File: src/rtl/uartlite_pkg.sv
// Shared register map, status/control bit positions and channel state types
// for the UART-Lite AXI4-Lite responder.
package uartlite_pkg;

  localparam logic [1:0] REG_RX   = 2'd0;
  localparam logic [1:0] REG_TX   = 2'd1;
  localparam logic [1:0] REG_STAT = 2'd2;
  localparam logic [1:0] REG_CTRL = 2'd3;

  localparam int STAT_RX_VALID = 0;
  localparam int STAT_RX_FULL  = 1;
  localparam int STAT_TX_EMPTY = 2;
  localparam int STAT_TX_FULL  = 3;
  localparam int STAT_INTR_EN  = 4;
  localparam int STAT_OVERRUN  = 5;

  localparam int CTRL_RST_TX  = 0;
  localparam int CTRL_RST_RX  = 1;
  localparam int CTRL_INTR_EN = 4;

  localparam logic [1:0] RESP_OKAY = 2'b00;

  typedef enum logic [1:0] {
    WR_IDLE,
    WR_GOT_AW,
    WR_GOT_W,
    WR_RESP
  } wr_state_e;

  typedef enum logic {
    RD_IDLE,
    RD_VALID
  } rd_state_e;

  function automatic logic [31:0] stat_word(input logic rx_valid, input logic rx_full,
                                            input logic tx_empty, input logic tx_full,
                                            input logic intr_en, input logic overrun);
    logic [31:0] w;
    w = '0;
    w[STAT_RX_VALID] = rx_valid;
    w[STAT_RX_FULL]  = rx_full;
    w[STAT_TX_EMPTY] = tx_empty;
    w[STAT_TX_FULL]  = tx_full;
    w[STAT_INTR_EN]  = intr_en;
    w[STAT_OVERRUN]  = overrun;
    return w;
  endfunction

endpackage

File: src/rtl/uartlite_responder_fifo.sv
// Synchronous FIFO with push/pop/clear. A pop on empty is ignored; a push on
// full only lands when a pop frees the slot in the same cycle. Clear wins.
module uart_fifo #(
  parameter int DEPTH  = 16,
  parameter int DATA_W = 8
) (
  input  logic                       clk,
  input  logic                       rst,
  input  logic                       push_i,
  input  logic                       pop_i,
  input  logic                       clr_i,
  input  logic [DATA_W-1:0]          din_i,
  output logic [DATA_W-1:0]          dout_o,
  output logic                       empty_o,
  output logic                       full_o,
  output logic [$clog2(DEPTH):0]     count_o
);

  localparam int PTR_W = $clog2(DEPTH);
  localparam int CNT_W = PTR_W + 1;

  logic [DATA_W-1:0] mem_q [DEPTH];
  logic [PTR_W-1:0]  wr_ptr_q, wr_ptr_d;
  logic [PTR_W-1:0]  rd_ptr_q, rd_ptr_d;
  logic [CNT_W-1:0]  count_q, count_d;
  logic              push_eff, pop_eff;

  assign empty_o  = (count_q == '0);
  assign full_o   = (count_q == CNT_W'(DEPTH));
  assign count_o  = count_q;
  assign dout_o   = mem_q[rd_ptr_q];
  assign pop_eff  = pop_i && !empty_o;
  assign push_eff = push_i && (!full_o || pop_eff);

  always_comb begin
    wr_ptr_d = wr_ptr_q;
    rd_ptr_d = rd_ptr_q;
    count_d  = count_q;
    if (clr_i) begin
      wr_ptr_d = '0;
      rd_ptr_d = '0;
      count_d  = '0;
    end else begin
      if (push_eff) wr_ptr_d = wr_ptr_q + 1'b1;
      if (pop_eff)  rd_ptr_d = rd_ptr_q + 1'b1;
      count_d = count_q + {{PTR_W{1'b0}}, push_eff} - {{PTR_W{1'b0}}, pop_eff};
    end
  end

  always_ff @(posedge clk or posedge rst) begin
    if (rst) begin
      wr_ptr_q <= '0;
      rd_ptr_q <= '0;
      count_q  <= '0;
    end else begin
      wr_ptr_q <= wr_ptr_d;
      rd_ptr_q <= rd_ptr_d;
      count_q  <= count_d;
    end
  end

  // storage holds data only, so it carries no reset
  always_ff @(posedge clk) begin
    if (push_eff && !clr_i) mem_q[wr_ptr_q] <= din_i;
  end

endmodule

File: src/rtl/uartlite_responder.sv
// AXI4-Lite responder exposing the UART-Lite RX/TX FIFOs, STAT and CTRL registers
// to a CPU, with a byte-stream side for a PHY or host model.
module uartlite_responder
  import uartlite_pkg::*;
#(
  parameter int FIFO_DEPTH = 16
) (
  input  logic        clk,
  input  logic        rst,
  input  logic        axi_awvalid,
  output logic        axi_awready,
  input  logic [3:0]  axi_awaddr,
  input  logic        axi_wvalid,
  output logic        axi_wready,
  input  logic [31:0] axi_wdata,
  input  logic [3:0]  axi_wstrb,
  output logic        axi_bvalid,
  input  logic        axi_bready,
  output logic [1:0]  axi_bresp,
  input  logic        axi_arvalid,
  output logic        axi_arready,
  input  logic [3:0]  axi_araddr,
  output logic        axi_rvalid,
  input  logic        axi_rready,
  output logic [31:0] axi_rdata,
  output logic [1:0]  axi_rresp,
  input  logic        rx_in_valid,
  input  logic [7:0]  rx_in_data,
  output logic        tx_out_valid,
  input  logic        tx_out_ready,
  output logic [7:0]  tx_out_data,
  output logic        irq
);

  localparam int CNT_W = $clog2(FIFO_DEPTH) + 1;

  wr_state_e   wr_state_q, wr_state_d;
  rd_state_e   rd_state_q, rd_state_d;
  logic [1:0]  awaddr_q;
  logic [7:0]  wdata_q;
  logic        wstrb0_q;
  logic        commit, ar_hs;
  logic [1:0]  cmt_addr;
  logic [7:0]  cmt_data;
  logic        cmt_strb;
  logic [31:0] rd_word, rdata_q;
  logic        intr_en_q, intr_en_d;
  logic        overrun_q, overrun_d;
  logic        rx_valid_prev_q, tx_empty_prev_q;
  logic        irq_q, irq_d;

  logic             rx_pop, rx_clr, rx_empty, rx_full, rx_valid;
  logic [7:0]       rx_head;
  logic [CNT_W-1:0] rx_count;
  logic             tx_push, tx_pop, tx_clr, tx_empty, tx_full;
  logic [7:0]       tx_head;
  logic [CNT_W-1:0] tx_count;
  logic             stat_rd;
  logic             unused_bits;

  // Write channel: AW and W are captured independently; commit once both are present
  always_comb begin
    wr_state_d  = wr_state_q;
    axi_awready = 1'b0;
    axi_wready  = 1'b0;
    axi_bvalid  = 1'b0;
    commit      = 1'b0;
    case (wr_state_q)
      WR_IDLE: begin
        axi_awready = 1'b1;
        axi_wready  = 1'b1;
        if (axi_awvalid && axi_wvalid) begin
          commit     = 1'b1;
          wr_state_d = WR_RESP;
        end else if (axi_awvalid) begin
          wr_state_d = WR_GOT_AW;
        end else if (axi_wvalid) begin
          wr_state_d = WR_GOT_W;
        end
      end
      WR_GOT_AW: begin
        axi_wready = 1'b1;
        if (axi_wvalid) begin
          commit     = 1'b1;
          wr_state_d = WR_RESP;
        end
      end
      WR_GOT_W: begin
        axi_awready = 1'b1;
        if (axi_awvalid) begin
          commit     = 1'b1;
          wr_state_d = WR_RESP;
        end
      end
      WR_RESP: begin
        axi_bvalid = 1'b1;
        if (axi_bready) wr_state_d = WR_IDLE;
      end
      default: wr_state_d = WR_IDLE;
    endcase
  end

  // Read channel: one outstanding read, data registered at the AR handshake
  always_comb begin
    rd_state_d  = rd_state_q;
    axi_arready = 1'b0;
    axi_rvalid  = 1'b0;
    ar_hs       = 1'b0;
    case (rd_state_q)
      RD_IDLE: begin
        axi_arready = 1'b1;
        if (axi_arvalid) begin
          ar_hs      = 1'b1;
          rd_state_d = RD_VALID;
        end
      end
      RD_VALID: begin
        axi_rvalid = 1'b1;
        if (axi_rready) rd_state_d = RD_IDLE;
      end
      default: rd_state_d = RD_IDLE;
    endcase
  end

  assign cmt_addr = (wr_state_q == WR_GOT_AW) ? awaddr_q : axi_awaddr[3:2];
  assign cmt_data = (wr_state_q == WR_GOT_W) ? wdata_q : axi_wdata[7:0];
  assign cmt_strb = (wr_state_q == WR_GOT_W) ? wstrb0_q : axi_wstrb[0];

  assign tx_push   = commit && (cmt_addr == REG_TX) && cmt_strb;
  assign tx_clr    = commit && (cmt_addr == REG_CTRL) && cmt_data[CTRL_RST_TX];
  assign rx_clr    = commit && (cmt_addr == REG_CTRL) && cmt_data[CTRL_RST_RX];
  assign intr_en_d = (commit && (cmt_addr == REG_CTRL)) ? cmt_data[CTRL_INTR_EN] : intr_en_q;

  assign rx_valid = !rx_empty;
  assign rx_pop   = ar_hs && (axi_araddr[3:2] == REG_RX) && rx_valid;
  assign stat_rd  = ar_hs && (axi_araddr[3:2] == REG_STAT);
  // a fresh overrun in the same cycle as a STAT read survives the clear
  assign overrun_d = (overrun_q && !stat_rd) || (rx_in_valid && rx_full && !rx_pop);

  always_comb begin
    rd_word = '0;
    case (axi_araddr[3:2])
      REG_RX:   rd_word = rx_valid ? {24'b0, rx_head} : 32'b0;
      REG_STAT: rd_word = stat_word(rx_valid, rx_full, tx_empty, tx_full, intr_en_q, overrun_q);
      default:  rd_word = '0;
    endcase
  end

  assign irq_d = intr_en_q && ((rx_valid && !rx_valid_prev_q) || (tx_empty && !tx_empty_prev_q));

  assign tx_out_valid = !tx_empty;
  assign tx_out_data  = tx_head;
  assign tx_pop       = tx_out_valid && tx_out_ready;

  assign axi_bresp = RESP_OKAY;
  assign axi_rresp = RESP_OKAY;
  assign axi_rdata = rdata_q;
  assign irq       = irq_q;

  always_ff @(posedge clk or posedge rst) begin
    if (rst) begin
      wr_state_q      <= WR_IDLE;
      rd_state_q      <= RD_IDLE;
      rdata_q         <= '0;
      intr_en_q       <= 1'b0;
      overrun_q       <= 1'b0;
      rx_valid_prev_q <= 1'b0;
      tx_empty_prev_q <= 1'b1;
      irq_q           <= 1'b0;
    end else begin
      wr_state_q      <= wr_state_d;
      rd_state_q      <= rd_state_d;
      if (ar_hs) rdata_q <= rd_word;
      intr_en_q       <= intr_en_d;
      overrun_q       <= overrun_d;
      rx_valid_prev_q <= rx_valid;
      tx_empty_prev_q <= tx_empty;
      irq_q           <= irq_d;
    end
  end

  always_ff @(posedge clk) begin
    if (axi_awvalid && axi_awready) awaddr_q <= axi_awaddr[3:2];
    if (axi_wvalid && axi_wready) begin
      wdata_q  <= axi_wdata[7:0];
      wstrb0_q <= axi_wstrb[0];
    end
  end

  uart_fifo #(.DEPTH(FIFO_DEPTH), .DATA_W(8)) u_rx_fifo (
    .clk     (clk),
    .rst     (rst),
    .push_i  (rx_in_valid),
    .pop_i   (rx_pop),
    .clr_i   (rx_clr),
    .din_i   (rx_in_data),
    .dout_o  (rx_head),
    .empty_o (rx_empty),
    .full_o  (rx_full),
    .count_o (rx_count)
  );

  uart_fifo #(.DEPTH(FIFO_DEPTH), .DATA_W(8)) u_tx_fifo (
    .clk     (clk),
    .rst     (rst),
    .push_i  (tx_push),
    .pop_i   (tx_pop),
    .clr_i   (tx_clr),
    .din_i   (cmt_data),
    .dout_o  (tx_head),
    .empty_o (tx_empty),
    .full_o  (tx_full),
    .count_o (tx_count)
  );

  assign unused_bits = ^{axi_awaddr[1:0], axi_araddr[1:0], axi_wdata[31:8], axi_wstrb[3:1],
                         rx_count, tx_count};

endmodule

File: config.mk
export PLATFORM = sky130hd
export DESIGN_NAME = uartlite_responder
export DESIGN_NICKNAME = d
export VERILOG_FILES = /design/src/rtl/uartlite_pkg.sv /design/src/rtl/uartlite_responder_fifo.sv /design/src/rtl/uartlite_responder.sv
export SDC_FILE = /design/constraint.sdc
export NUM_CORES = 1
export LEC_CHECK = 0
export ABC_AREA = 0
export BUFFER_PORTS_ARGS = -buffer_cell sky130_fd_sc_hd__buf_2
export CORE_MARGIN = 8
export CORE_UTILIZATION = 45
export CTS_CLUSTER_SIZE = 40
export DETAILED_ROUTE_END_ITERATION = 8
export GPL_ROUTABILITY_DRIVEN = 1
export GPL_TIMING_DRIVEN = 0
export MAX_ROUTING_LAYER = met4
export PLACE_DENSITY_LB_ADDON = 0.2
export SETUP_SLACK_MARGIN = 0.15
export SLEW_MARGIN = 15
export SYNTH_ARGS = -nofsm -noshare
export SYNTH_HDL_FRONTEND = slang
export SYNTH_SLANG_ARGS = --single-unit
File: constraint.sdc
create_clock -name clk -period 9 [get_ports clk]
set_input_delay 0.45 -clock clk [delete_from_list [all_inputs] [get_ports clk]]
set_output_delay 0.45 -clock clk [all_outputs]
set_load 0.05 [all_outputs]
; Word level (Yosys, flattened, before mapping)
; Memory sizes are Yosys's and may differ from the RTL's.
; Cells that the tools add are included.
[totals]
ram_bits = 256
output_inout_bits = 51
ff_bits = 77
wordCells = 128
in_bits = 61
memories = 2
[op_classes]
n_addsub = 8
mux = 39
n_reduce_logical = 49
bitwise = 1
eq_ne = 12
[mem_list]
columns = name, depth, word_bits, read_ports, rd_clocked_by_memory_dff, wr, line
row1 = u_rx_fifo.mem_q, 16, 8, 1, 0, 1, uartlite_responder_fifo.sv:22  ; logic [DATA_W-1:0] mem_q [DEPTH];
row2 = u_tx_fifo.mem_q, 16, 8, 1, 0, 1, uartlite_responder_fifo.sv:22
[ops]
columns = cell, n
row1 = two-way mux 4 bit, 8
row2 = logical AND 1 bit, 24
row3 = "adder 4 x 1 -> 4 bit, second input constant", 4
row4 = two-way mux 1 bit, 16
row5 = two-way mux 8 bit, 2
row6 = one-hot mux 8 bit (2 select lines), 1
row7 = two-way mux 2 bit, 7
row8 = adder 5 x 1 -> 5 bit, 2
row9 = "== test 5 bit, second input constant", 2
row10 = zero test 1 bit, 10
row11 = zero test 5 bit, 2
row12 = two-way mux 5 bit, 2
row13 = subtractor 5 x 1 -> 5 bit, 2
row14 = "== test 2 bit, second input constant", 4
row15 = one-hot mux 2 bit (4 select lines), 1
row16 = nonzero test 2 bit, 4
row17 = "!= test 2 bit, second input constant", 3
row18 = "== test 2 x 1 -> 1 bit, second input constant", 2
row19 = zero test 2 bit, 2
row20 = logical OR 1 bit, 4
row21 = "!= test 4 bit, second input constant", 1
row22 = AND reduction 4 bit, 1
row23 = OR reduction 2 bit, 2
row24 = one-hot mux 1 bit (3 select lines), 1
row25 = other kinds (2), 2

; Longest topological paths before layout
; Gate-level depths: netlist of run 1.
[depth]
word_depth = 10
depth_mapped = 15
mapped_depth_nobuf = 14

; By module
; A second synthesis of run 1 with hierarchy kept.
[unflattened]
hier_cells = 801
area_unflattened_um2 = 13296.5
[by_module_without_submodules]
columns = mod, instances, cells_each, area_each_um2, seq_area_each_um2
row1 = uart_fifo at u_tx_fifo, 1, 338, 5904.4, 4169.0
row2 = uart_fifo at u_rx_fifo, 1, 333, 5871.9, 4169.0
row3 = uartlite_responder, 1, 130, 1520.2, 732.0

; Least setup slack after synthesis of run 1
; No wires, ideal clock.
[synth_timing]
path_type = reg2reg
from = reg u_tx_fifo.count_q[3] (netlist: u_tx_fifo.count_o[3])
to = reg u_tx_fifo.count_q[4] (netlist: u_tx_fifo.count_o[4])
setup_ns = 0.141
path_slack_ns = 5.778
arrival_time_ns = 3.080
t_required_ns = 8.859
stages_incl_launch_ff = 16
period_less_slack_ns = 3.222
cell_sequence = dfrtp_1 inv_1 ha_1 or4b_2 clkbuf_1 nand2_1 inv_1 ha_1 inv_1 ha_1 inv_1 fa_1 nor2b_1 o21bai_1 a21oi_1 nor3b_1
[synth_between]
elab_chain_len = 9
elab_cells_between_ends = 11
cone_classes = add/sub: 2 / eq/ne: 1 / mux: 1 / reduce/logical: 7
[synth_lines]
columns = element, line
row1 = "start, declared", uartlite_responder_fifo.sv:25  ; logic [CNT_W-1:0] count_q, count_d;
row2 = "start signal, assigned", uartlite_responder_fifo.sv:58  ; count_q <= count_d;
row3 = zero test 5 bit (*), uartlite_responder_fifo.sv:28  ; assign empty_o = (count_q == '0);
row4 = zero test 1 bit (*), uartlite_responder.sv:151  ; assign tx_out_valid = !tx_empty;
row5 = net tx_out_valid, uartlite_responder.sv:29  ; output logic tx_out_valid,
row6 = logical AND 1 bit, uartlite_responder.sv:153  ; assign tx_pop = tx_out_valid && tx_out_ready;
row7 = logical AND 1 bit (*), uartlite_responder_fifo.sv:32  ; assign pop_eff = pop_i && !empty_o;
row8 = logical OR 1 bit, uartlite_responder_fifo.sv:33  ; assign push_eff = push_i && (!full_o || pop_eff);
row9 = logical AND 1 bit, uartlite_responder_fifo.sv:33
row10 = adder 5 x 1 -> 5 bit, uartlite_responder_fifo.sv:46  ; count_d = count_q + {{PTR_W{1'b0}}, push_eff} - {{PTR_W{1'b0}}, pop_eff};
row11 = subtractor 5 x 1 -> 5 bit (*), uartlite_responder_fifo.sv:46
row12 = two-way mux 5 bit (*), uartlite_responder_fifo.sv:39  ; if (clr_i) begin
row13 = net u_tx_fifo.count_d[4], uartlite_responder_fifo.sv:25
; Mark *: on every way through the listed nets, which the timed path passes. The rest lies on a longest branch.
; A chain may end at the register's enable or synchronous reset.

; Final worst setup path of run 1
[layout_timing]
from = reg u_rx_fifo.count_q[3] (netlist: u_rx_fifo.count_o[3])
to = reg u_rx_fifo.count_q[4] (netlist: u_rx_fifo.count_o[4])
[layout_between]
elab_chain_len = 9
elab_cells_between_ends = 11
cone_classes = add/sub: 2 / eq/ne: 1 / mux: 1 / reduce/logical: 7
[layout_lines]
columns = element, line
row1 = "start, declared", uartlite_responder_fifo.sv:25
row2 = "start signal, assigned", uartlite_responder_fifo.sv:58
row3 = zero test 5 bit (*), uartlite_responder_fifo.sv:28
row4 = zero test 1 bit (*), uartlite_responder.sv:134  ; assign rx_valid = !rx_empty;
row5 = net rx_valid, uartlite_responder.sv:52  ; logic rx_pop, rx_clr, rx_empty, rx_full, rx_valid;
row6 = logical AND 1 bit, uartlite_responder.sv:135  ; assign rx_pop = ar_hs && (axi_araddr[3:2] == REG_RX) && rx_valid;
row7 = logical AND 1 bit (*), uartlite_responder_fifo.sv:32
row8 = logical OR 1 bit, uartlite_responder_fifo.sv:33
row9 = logical AND 1 bit, uartlite_responder_fifo.sv:33
row10 = adder 5 x 1 -> 5 bit, uartlite_responder_fifo.sv:46
row11 = subtractor 5 x 1 -> 5 bit (*), uartlite_responder_fifo.sv:46
row12 = two-way mux 5 bit (*), uartlite_responder_fifo.sv:39
row13 = net u_rx_fifo.count_d[4], uartlite_responder_fifo.sv:25
; Marks and branches as above.

==> impl_results.rst, run 1 <==
.. list-table::
   :header-rows: 1

   * - Metric
     - Value
   * - Via count of the first global-routing pass
     - 7,175
   * - Reg2Reg Depth
     - 14
   * - Most common flop cell mapped by yosys
     - edfxtp_1
   * - Clk pin slew, worst setup/hold paths
     - 0.06 ns
   * - Starting utilization of the core area
     - 0.457
   * - Register Area
     - 9070 µm²
   * - Hold-critical path endpoint
     - wdata_q[4]
   * - Final Critical Period
     - 3.44 ns
   * - Synthesized instance count
     - 717
   * - Count of max-cap constraint violations
     - 0
   * - DIE AREA
     - 35,000 µm²
   * - Share of the clock period used by the worst path
     - 0.382
   * - DRT iter0 DRCs
     - 617
   * - Setup repair after global routing missed its margin
     - no
   * - Largest net degree at the start of global routing
     - 23
   * - Critical path class
     - register to register
   * - Final instance count without filler cells
     - 1,260
   * - Worst Tran Pin Value
     - 0.935 ns
   * - Post-synth EDFFs
     - 267
   * - Total global routing track utilization
     - 0.165
   * - Worst skew pair latency
     - 0.52 ns
   * - Top cells by count, synth
     - edfxtp_1, mux4_2, dfrtp_1, buf_4, inv_1
   * - Number of cells in the design after placement
     - 1,197
   * - Biggest area consumer among synthesized cells
     - edfxtp_1
   * - Layout cell share with drive strength beyond 1
     - 0.317
   * - Area contributors post-synth
     - edfxtp_1, mux4_2, dfrtp_1, ha_1, buf_4
   * - Drt via density
     - 5.45
   * - Fraction of the yosys area taken by sequential cells
     - 0.689
   * - Relative area change from synthesis to final layout
     - 17.4%
   * - Hold Crit Depth
     - 1
   * - Warnings, synthesis
     - 0
   * - Overflow after GRT
     - 0
   * - DP Wirelength
     - 19,600 µm
   * - Reg-to-reg setup timing slack
     - 5.56 ns
   * - Number of filler cells placed in the layout
     - 2,228
   * - Number of remaining DRC errors
     - 0
   * - Initial antenna violation count
     - 0
   * - Clk_skew
     - 0.0210 ns
   * - Clk sink count
     - 309
   * - Width of the chip
     - 187 µm
   * - Hold_sp
     - axi_wdata[4]
   * - Row Count
     - 62
   * - Synth cell types
     - 57
   * - Final setup viols
     - 0
   * - Setup TNS after final layout
     - 0 ns
   * - Root Buffer Master
     - clkbuf_16
   * - Leakage component of the power
     - 0.00553 µW
   * - Category of the worst setup path capture point
     - register
   * - Run status
     - complete, no violations
   * - Area of combinational cells with multiple inputs
     - 3800 µm²
   * - Final net count
     - 939
   * - Final antenna-violating net count
     - 0
   * - Die H
     - 187 µm
   * - Buffers added on ports
     - 52
   * - Power per standard cell area
     - 321 nW/µm²
   * - Mean area per synthesized cell
     - 18.4 µm²
   * - Share of Yosys cell area claimed by the top area cell type
     - 0.609
   * - Required time at the endpoint of the critical path
     - 9.43 ns
   * - Routed wire per std cell
     - 22.1 µm
   * - N_diodes
     - 0
   * - Number of resized instances in the post-cts repair step
     - 0
   * - Destination of the worst register-to-register timing path
     - u_rx_fifo.count_o[4]
   * - Final Hold Violating Endpoints
     - 0
   * - Top-count cell post-synth
     - edfxtp_1
   * - Max rail drop VDD
     - 0.197 mV
   * - FFs w/ async S/R, synth
     - 0.136
   * - Post-Synthesis Cell Area
     - 13,200 µm²
   * - Worst hold-check path type
     - input pin to register
   * - Reg2Reg Launch Point
     - u_rx_fifo.count_o[3]
   * - Clock tree from TritonCTS
     - done
   * - Total detailed-routing wirelength
     - 27,800 µm
   * - Max-slew headroom at the worst pin
     - 0.377
   * - # IOs
     - 112
   * - Achievable clock frequency
     - 291 MHz
   * - Synth Register Bits
     - 309
   * - RePlAce Congestion
     - 0.836
   * - TritonCTS Buffers
     - 34
   * - CP Launch Type
     - register
   * - Number of max-slew violations in the final report
     - 0
   * - Maximum fanout encountered on the critical timing path
     - 6
   * - First-pass GRT wire length
     - 43,300 µm
   * - Standard cell core area
     - 28,800 µm²
   * - Detailed-route via count
     - 6,872
   * - H-tree depth
     - 2
   * - Data arrival time of the worst path
     - 3.87 ns
   * - Number of detailed-route iterations in the first pass
     - 7
   * - Clock tree buffer depth
     - 3
-- worst max-delay path, stage by stage, from the launching register on --
cell and delay (ns):
dfrtp_1 0.38, inv_1 0.08, ha_1 0.19, nor4b_4 0.40
inv_1 0.20, and2_1 0.18, clkbuf_1 0.21, ha_1 0.34
inv_1 0.04, ha_1 0.20, fa_1 0.43, a21oi_1 0.16
nor2_1 0.06, or3_1 0.35, a21oi_1 0.14
-- repair_timing --
item / CTS / global route
hold buffers: 1 / 0
setup buffers: 0 / 0
hold endpoints to repair: 4 / 0
-- routing by layer --
metal,up-vias,share of wire,global-route usage
met5,-,0,-
met4,0,0.021,0.0504
met3,47,0.054,0.0306
met2,176,0.50,0.270
met1,3589,0.43,0.206
li1,3060,-,-
-- kinds of logic (layout without fill, tap and decap cells) --
group | Yosys count | after routing | synth area share
multiplexers | 106 | 106 | 0.149
adder cells (fa/ha/maj) | 28 | 28 | 0.0277
buffers and inverters | 94 | 226 | 0.0389
flip-flops | 309 | 309 | 0.689
AND/OR/NAND/NOR | 121 | 121 | 0.0618
other | 1 | 28 | 0.000285
XOR/XNOR | 13 | 13 | 0.00865
AO/OA/AOI/OAI | 45 | 45 | 0.0249
-- area by class of cell --
type / count / share of cell area
plain buffers: 64 / 0.0258
clock buffers: 46 / 0.0599
clock inverters: 16 / 0.0175
inverters: 30 / 0.00728
multi-input cells: 341 / 0.246
flip-flops and latches: 309 / 0.587
well taps: 384 / 0.0311
repair buffers: 70 / 0.0262
-- worst max path at each step --
stage | start | slack, ns | depth (start not counted) | end
floorplan | u_tx_fifo.count_o[3] | 5.78 | 15 | u_tx_fifo.count_o[4]
global placement | wr_state_q[0] | 4.64 | 7 | u_rx_fifo.mem_q[13][4]
detailed placement | u_rx_fifo.count_o[3] | 5.58 | 14 | u_rx_fifo.count_o[4]
CTS | u_tx_fifo.rd_ptr_q[1] | 5.56 | 5 | tx_out_data[1]
global route | u_rx_fifo.count_o[3] | 5.29 | 14 | u_rx_fifo.count_o[4]
finish | u_rx_fifo.count_o[3] | 5.56 | 14 | u_rx_fifo.count_o[4]
-- registers in the layout, indices dropped and copies added, names as in the netlist --
name and cells:
awaddr_q 2, axi_rdata 8, intr_en_q 1, irq 1
overrun_q 1, rd_state_q 1, rx_valid_prev_q 1, tx_empty_prev_q 1
u_rx_fifo.count_o 5, u_rx_fifo.mem_q 128, u_rx_fifo.rd_ptr_q 4, u_rx_fifo.wr_ptr_q 4
u_tx_fifo.count_o 5, u_tx_fifo.mem_q 128, u_tx_fifo.rd_ptr_q 4, u_tx_fifo.wr_ptr_q 4
wdata_q 8, wr_state_q 2, wstrb0_q 1
-- power by group --
group / switching (µW) / total [µW] / internal (µW)
clock network: 544 / 1470 / 927
logic: 971 / 1620 / 646
registers: 90.8 / 1870 / 1780
total: 1610 / 4960 / 3350
-- placed cells by master (no fill, tap or decap), types with 19 or more instances in the layout --
| cell | instances |
|---|---|
| buf_2 | 64 |
| edfxtp_1 | 267 |
| ha_1 | 26 |
| clkbuf_16 | 34 |
| mux2_2 | 19 |
| buf_4 | 43 |
| mux4_2 | 70 |
| inv_1 | 29 |
| clkbuf_1 | 29 |
| conb_1 | 28 |
| dfrtp_1 | 41 |
-- per-stage QoR --
step / area, µm² / util / setup WS (ns) / power, µW / hold slack, ns
6_report: 15500 / 0.537 / 5.56 / 4960 / 0.139
5_1_grt: 15500 / 0.537 / 5.29 / 5190 / 0.124
4_1_cts: 15500 / 0.537 / 5.56 / 5010 / 0.119
3_5_place_dp: 14300 / 0.495 / 5.58 / 3530 / 0.496
3_3_place_gp: 14000 / 0.487 / 4.64 / 3460 / 0.496
2_1_floorplan: 13300 / - / 5.78 / 3090 / 0.471
Power figures use the tool's default switching activity.
==> inputs of run 2 (changes only) <==
- clock period: 9 -> 3.3 ns (I/O delays scaled with it)
==> impl_results.rst, run 2 (synthesis results as in run 1) <==
.. list-table::
   :header-rows: 1

   * - Metric
     - Value
   * - Run status
     - complete, no violations
   * - Final antenna-violating net count
     - 0 (unchanged)
   * - Via count of the first global-routing pass
     - 7,267 (+1.3%)
   * - Clock tree buffer depth
     - 3 (unchanged)
   * - Required time at the endpoint of the critical path
     - 3.70 ns (-5.73 ns)
   * - Final instance count without filler cells
     - 1,289 (+2.3%)
   * - Sequential Power Share
     - 0.380 (+0.003)
   * - Width of the chip
     - 187 µm (unchanged)
   * - Die H
     - 187 µm (unchanged)
   * - Clk pin slew, worst setup/hold paths
     - 0.06 ns (about the same)
   * - Initial antenna violation count
     - 1 (+1)
   * - Achievable clock frequency
     - 326 MHz (+12%)
   * - TritonCTS Buffers
     - 31 (-8.8%)
   * - Number of detailed-route iterations in the first pass
     - 5 (-2)
   * - Worst skew pair latency
     - 0.55 ns (+0.03 ns)
   * - Total detailed-routing wirelength
     - 28,600 µm (+2.9%)
   * - Cell internal power dissipation
     - 9000 µW (+170%)
   * - Max rail drop VDD
     - 0.500 mV (+150%)
   * - Power per standard cell area
     - 853 nW/µm² (+170%)
   * - Final Hold Violating Endpoints
     - 0 (unchanged)
   * - Relative area change from synthesis to final layout
     - 20.0%
   * - Smallest setup slack after layout
     - 0.234 ns (-5.33 ns)
   * - Routed wire per std cell
     - 22.2 µm (+0.61%)
   * - Final net count
     - 969 (+3.2%)
   * - Number of max-slew violations in the final report
     - 0 (unchanged)
   * - Worst hold-check path type
     - input pin to register
   * - Largest net degree at the start of global routing
     - 35 (+52%)
   * - Registers with the most flip-flops
     - u_rx_fifo.mem_q x128, u_tx_fifo.mem_q x128
   * - Worst slack at placement
     - -0.0889 ns (-5.67 ns)
   * - Max-slew headroom at the worst pin
     - 0.364 (-0.0124)
   * - Reg-to-reg setup timing slack
     - 0.23 ns (-5.33 ns)
   * - Drt via density
     - 5.42 (-0.71%)
   * - Final setup viols
     - 0 (unchanged)
   * - Most frequent cell on the critical path
     - buf_4
   * - Clock tree from TritonCTS
     - done
   * - Tot Pwr
     - 13,500 µW (+170%)
   * - Data arrival time of the worst path
     - 3.46 ns (-0.41 ns)
   * - Layout cell share with drive strength beyond 1
     - 0.348 (+0.0311)
   * - Number of cells in the design after placement
     - 1,200 (+0.25%)
   * - Critical path class
     - register to register
   * - Commonest non-fill, non-tap cell in the layout
     - edfxtp_1
   * - Most frequent cells in the layout
     - edfxtp_1, mux4_2, buf_2
   * - Row Count
     - 62 (unchanged)
   * - Clock share of power
     - 0.266 (-0.031)
   * - Worst Tran Pin Value
     - 0.954 ns (+0.0186 ns)
   * - Switching share of total power
     - 0.331 (+0.00742)
   * - Category of the worst setup path capture point
     - register
   * - RePlAce Congestion
     - 0.844 (+1.0%)
   * - Crit-path max cell delay
     - 0.41 ns (-0.02 ns)
   * - Final Critical Period
     - 3.07 ns (-0.370 ns)
   * - CP max-delay cell
     - dfrtp_1
   * - Standard cell core area
     - 28,800 µm² (unchanged)
   * - DIE AREA
     - 35,000 µm² (unchanged)
   * - Starting utilization of the core area
     - 0.457 (unchanged)
   * - H-tree depth
     - 1 (-1)
   * - Buffers added on ports
     - 52 (unchanged)
   * - Utilization after layout
     - 0.549 (+0.0115)
   * - DP Wirelength
     - 19,900 µm (+1.1%)
   * - Clk sink count
     - 309 (unchanged)
   * - Count of max-cap constraint violations
     - 0 (unchanged)
   * - Detailed-route via count
     - 6,980 (+1.6%)
   * - Root Buffer Master
     - clkbuf_16
   * - DRT iter0 DRCs
     - 547 (-11%)
   * - First-pass GRT wire length
     - 44,100 µm (+1.7%)
   * - Fraction of power consumed by combinational cells
     - 0.353 (+0.027)
   * - Total global routing track utilization
     - 0.166 (+0.00174)
   * - Number of filler cells placed in the layout
     - 2,212 (-0.72%)
   * - Tightest hold margin
     - 0.0309 ns (-0.108 ns)
   * - Net Switching
     - 4460 µW (+180%)
   * - Maximum fanout encountered on the critical timing path
     - 10 (+4)
   * - Crit-path cells
     - inv_2 -> ha_4 -> mux2_4 -> a311oi_4 -> and2_4 -> buf_6 -> buf_6 -> ha_1 -> inv_1 -> fa_2 -> nor2b_4 -> buf_4 -> buf_4 -> buf_4 -> nor3_1
   * - Overflow after GRT
     - 0 (unchanged)
   * - Leakage component of the power
     - 0.00566 µW (+2.4%)
   * - CP Launch Type
     - register
   * - Clk_skew
     - 0.0185 ns (-0.00254 ns)
   * - Share of the clock period used by the worst path
     - 0.929 (+0.547)
   * - # IOs
     - 112 (unchanged)
   * - Number of remaining DRC errors
     - 0 (unchanged)
   * - Setup repair after global routing missed its margin
     - no
[run 2: cell count changes in the layout (fill, tap and decap cells not counted), moves of 3 or more]
cell / previous run / this run
inv_2: 1 / 6
nor4b_2: 7 / 1
ha_1: 26 / 21
buf_4: 43 / 54
inv_1: 29 / 24
dlygate4sd3_1: 1 / 19
buf_2: 64 / 67
clkbuf_4: 0 / 3
clkbuf_2: 0 / 3
clkbuf_1: 29 / 25
ha_4: 0 / 3
nor4b_4: 2 / 8
bufinv_16: 7 / 4
[run 2: worst max-delay path, delay by kind of cell, from the launching register on]
family                     cells  cell delay, ns
AOI/OAI and AO/OA              1            0.33
and+or+nand+nor                3            0.39
buffers and inverters          7            0.72
adders and majority gates      3            0.73
DFF                            1            0.41
muxes                          1            0.35
[run 2: layout make-up]
cell class | instances | area (µm²) | area share
antenna | 1 | 2.50 | 0.000158
clock inverter | 10 | 153 | 0.00966
tap | 384 | 480 | 0.0304
multi-input combinational | 341 | 3970 | 0.252
sequential | 309 | 9070 | 0.574
timing repair buffer | 103 | 681 | 0.0431
clock buffer | 47 | 897 | 0.0568
buffer | 64 | 424 | 0.0269
inverter | 30 | 113 | 0.00713
[run 2: power groups by stage]
stage               logic (µW)  registers, µW  clock network [µW]
CTS                       4630           5110                3650
floorplan                 3190           5230                   0
detailed placement        4480           5190                   0
global route              5130           5170                3820
global placement          4270           5160                   0
finish                    4760           5120                3580
[run 2: final timing paths]
check,startpoint,to,cells past startpoint
setup / recovery,wr_state_q[1],u_tx_fifo.count_o[2],15
hold / removal,rx_in_data[4],u_rx_fifo.mem_q[9][4],1
setup reg to reg,wr_state_q[1],u_tx_fifo.count_o[2],15
hold reg to reg,axi_rdata[6],axi_rdata[6],1
max in group asynchronous,rst,tx_empty_prev_q,4
min in group asynchronous,rst,u_rx_fifo.wr_ptr_q[2],3
[run 2: what timing repair did]
action / CTS / global route
gates resized for setup: 20 / 32
buffers inserted: 4 / 8
endpoints found under the hold margin: 112 / 0
setup endpoints to repair: 72 / 20
hold buffers: 19 / 0
pin swaps: 1 / 4
[run 2: metal layers]
| layer | global-route usage | vias to the layer above | part of all wire | routed length, µm |
|---|---|---|---|---|
| met5 | - | - | 0 | 0 |
| met3 | 0.0224 | 27 | 0.050 | 1430 |
| met1 | 0.221 | 3641 | 0.43 | 12200 |
| met2 | 0.274 | 178 | 0.51 | 14600 |
| met4 | 0.0327 | 0 | 0.013 | 367 |
| li1 | - | 3134 | - | - |
[run 2: through the flow]
step                      TNS [ns]  area, µm²
after floorplan                  0      13300
after global placement     -108.81      14000
after detailed placement    -0.122      14300
after CTS                        0      15600
after global routing             0      15800
final                            0      15800
==> inputs of run 3 (changes only) <==
- CORE_UTILIZATION: 45 -> 50
==> impl_results.rst, run 3 (synthesis results as in run 1) <==
.. list-table::
   :header-rows: 1

   * - Metric
     - Value
   * - Leakage component of the power
     - 0.00560 µW (-0.97%)
   * - Setup repair after global routing missed its margin
     - yes
   * - Hold_sp
     - rx_in_data[3]
   * - Run status
     - complete, no violations
   * - H-tree depth
     - 1 (unchanged)
   * - Total global routing track utilization
     - 0.188 (+0.0215)
   * - Final Hold Violating Endpoints
     - 0 (unchanged)
   * - Commonest non-fill, non-tap cell in the layout
     - edfxtp_1
   * - CP Launch Type
     - register
   * - First-pass GRT wire length
     - 43,500 µm (-1.4%)
   * - Area of all placed cells without fillers
     - 15,600 µm² (-1.1%)
   * - Achievable clock frequency
     - 328 MHz (+0.40%)
   * - Worst hold-check path type
     - input pin to register
   * - Number of max-slew violations in the final report
     - 0 (unchanged)
   * - Via count of the first global-routing pass
     - 7,449 (+2.5%)
   * - Drt via density
     - 5.60 (+3.3%)
   * - Final instance count without filler cells
     - 1,236 (-4.1%)
   * - Clock tree buffer depth
     - 3 (unchanged)
   * - DRT iter0 DRCs
     - 491 (-10%)
   * - Reg-to-reg setup timing slack
     - 0.25 ns (about the same)
   * - Starting utilization of the core area
     - 0.507 (+0.0492)
   * - Relative area change from synthesis to final layout
     - 18.6%
   * - Power per standard cell area
     - 842 nW/µm² (-1.3%)
   * - Clock tree from TritonCTS
     - done
   * - Category of the worst setup path capture point
     - register
   * - Buffers added on ports
     - 52 (unchanged)
   * - Clk_skew
     - 0.0199 ns (+0.00138 ns)
   * - TritonCTS Buffers
     - 31 (unchanged)
   * - Worst slack at placement
     - -0.148 ns (-0.0592 ns)
   * - Maximum fanout encountered on the critical timing path
     - 6 (-4)
   * - Data arrival time of the worst path
     - 3.53 ns (+0.07 ns)
   * - Die H
     - 178 µm (-4.7%)
   * - Reg2Reg Depth
     - 14 (-1)
   * - Routed wire per std cell
     - 23.2 µm (+4.6%)
   * - Max-slew headroom at the worst pin
     - 0.382 (+0.0181)
   * - Clk sink count
     - 309 (unchanged)
   * - DIE AREA
     - 31,800 µm² (-9.2%)
   * - # IOs
     - 112 (unchanged)
   * - Layout cell share with drive strength beyond 1
     - 0.338 (-0.0107)
   * - Smallest setup slack after layout
     - 0.247 ns (+0.0123 ns)
   * - Registers with the most flip-flops
     - u_rx_fifo.mem_q x128, u_tx_fifo.mem_q x128
   * - Required time at the endpoint of the critical path
     - 3.78 ns (+0.08 ns)
   * - Worst Tran Pin Value
     - 0.926 ns (-0.0272 ns)
   * - Max rail drop VDD
     - 0.719 mV (+44%)
   * - Largest net degree at the start of global routing
     - 23 (-34%)
   * - Width of the chip
     - 178 µm (-4.7%)
   * - Initial antenna violation count
     - 1 (unchanged)
   * - Utilization after layout
     - 0.601 (+0.0524)
   * - Reg2Reg Launch Point
     - u_rx_fifo.count_o[3]
   * - Destination of the worst register-to-register timing path
     - u_rx_fifo.count_o[4]
   * - Worst skew pair latency
     - 0.55 ns (about the same)
   * - Most frequent cells in the layout
     - edfxtp_1, mux4_2, buf_2
   * - Final antenna-violating net count
     - 0 (unchanged)
   * - DP Wirelength
     - 20,100 µm (+1.1%)
   * - Share of the clock period used by the worst path
     - 0.925 (-0.00374)
   * - Final net count
     - 966 (-0.31%)
   * - Overflow after GRT
     - 0 (unchanged)
   * - Standard cell core area
     - 26,000 µm² (-9.7%)
   * - Hold Crit Depth
     - 1 (unchanged)
   * - Final setup viols
     - 0 (unchanged)
   * - Hold-critical path endpoint
     - u_rx_fifo.mem_q[10][3]
   * - Detailed-route via count
     - 6,916 (-0.92%)
   * - Final Critical Period
     - 3.05 ns (-0.0123 ns)
   * - Placed cell area
     - 14,200 µm² (-0.40%)
   * - Tot Pwr
     - 13,200 µW (-2.3%)
   * - Clk pin slew, worst setup/hold paths
     - 0.06 ns (about the same)
   * - Number of cells in the design after placement
     - 1,152 (-4.0%)
   * - Number of detailed-route iterations in the first pass
     - 5 (unchanged)
   * - Critical path class
     - register to register
   * - RePlAce Congestion
     - 0.890 (+5.4%)
   * - Count of max-cap constraint violations
     - 0 (unchanged)
   * - Root Buffer Master
     - clkbuf_16
   * - Number of remaining DRC errors
     - 0 (unchanged)
   * - Row Count
     - 59 (-4.8%)
   * - Total detailed-routing wirelength
     - 28,700 µm (+0.34%)
[run 3: per-stage QoR]
step                      setup TNS [ns]  hold slack [ns]
final                                  0           0.0108
after global routing                   0          0.00652
after CTS                              0          0.00370
after detailed placement           -1.30            0.251
after global placement           -114.35            0.349
after floorplan                        0            0.261
[run 3: worst max-delay path, cell delays in order (launching register included)]
cell	delay, ns
dfrtp_1	0.41
inv_2	0.10
ha_4	0.14
nor4b_4	0.33
inv_2	0.10
and2_1	0.15
clkbuf_4	0.18
ha_1	0.28
inv_1	0.04
ha_2	0.18
fa_2	0.38
a21oi_2	0.14
nor2_1	0.06
or3_4	0.37
a21oi_2	0.13
[run 3: worst max path at each step]
stage	endpoint	cells past startpoint	slack [ns]	startpoint
5_1_grt	u_tx_fifo.count_o[4]	15	0.10	u_tx_fifo.count_o[3]
3_5_place_dp	u_rx_fifo.count_o[4]	14	-0.15	u_rx_fifo.count_o[3]
3_3_place_gp	u_rx_fifo.mem_q[6][2]	7	-1.15	wr_state_q[0]
4_1_cts	u_tx_fifo.count_o[4]	14	0.14	wr_state_q[0]
2_1_floorplan	u_tx_fifo.count_o[4]	15	0.20	u_tx_fifo.count_o[3]
6_report	u_rx_fifo.count_o[4]	14	0.25	u_rx_fifo.count_o[3]
[run 3: timing repair]
item,CTS,global route
gates resized for setup,27,16
hold buffers,20,0
setup buffers,1,6
endpoints found under the setup margin,68,69
pin swaps,8,6
endpoints found under the hold margin,114,0
[run 3: area by class of cell]
type / count / area (µm²)
Clock buffer: 41 / 823
Tap cell: 335 / 419
Clock inverter: 15 / 149
Timing Repair Buffer: 100 / 668
Fill cell: 1893 / 10400
Multi-Input combinational cell: 341 / 3960
Antenna cell: 1 / 2.50
Inverter: 30 / 113
Sequential cell: 309 / 9070
Buffer: 64 / 417
[run 3: power by group]
part	internal [µW]	switching [µW]	total (µW)
registers	4860	275	5130
logic	1910	2730	4640
clock network	1980	1410	3380
[run 3: layer usage]
layer,share of wire,up-vias,GRT usage
met4,0.027,0,0.0534
met3,0.051,58,0.0307
met2,0.54,185,0.339
li1,-,3122,-
met1,0.38,3551,0.213
met5,0,-,-
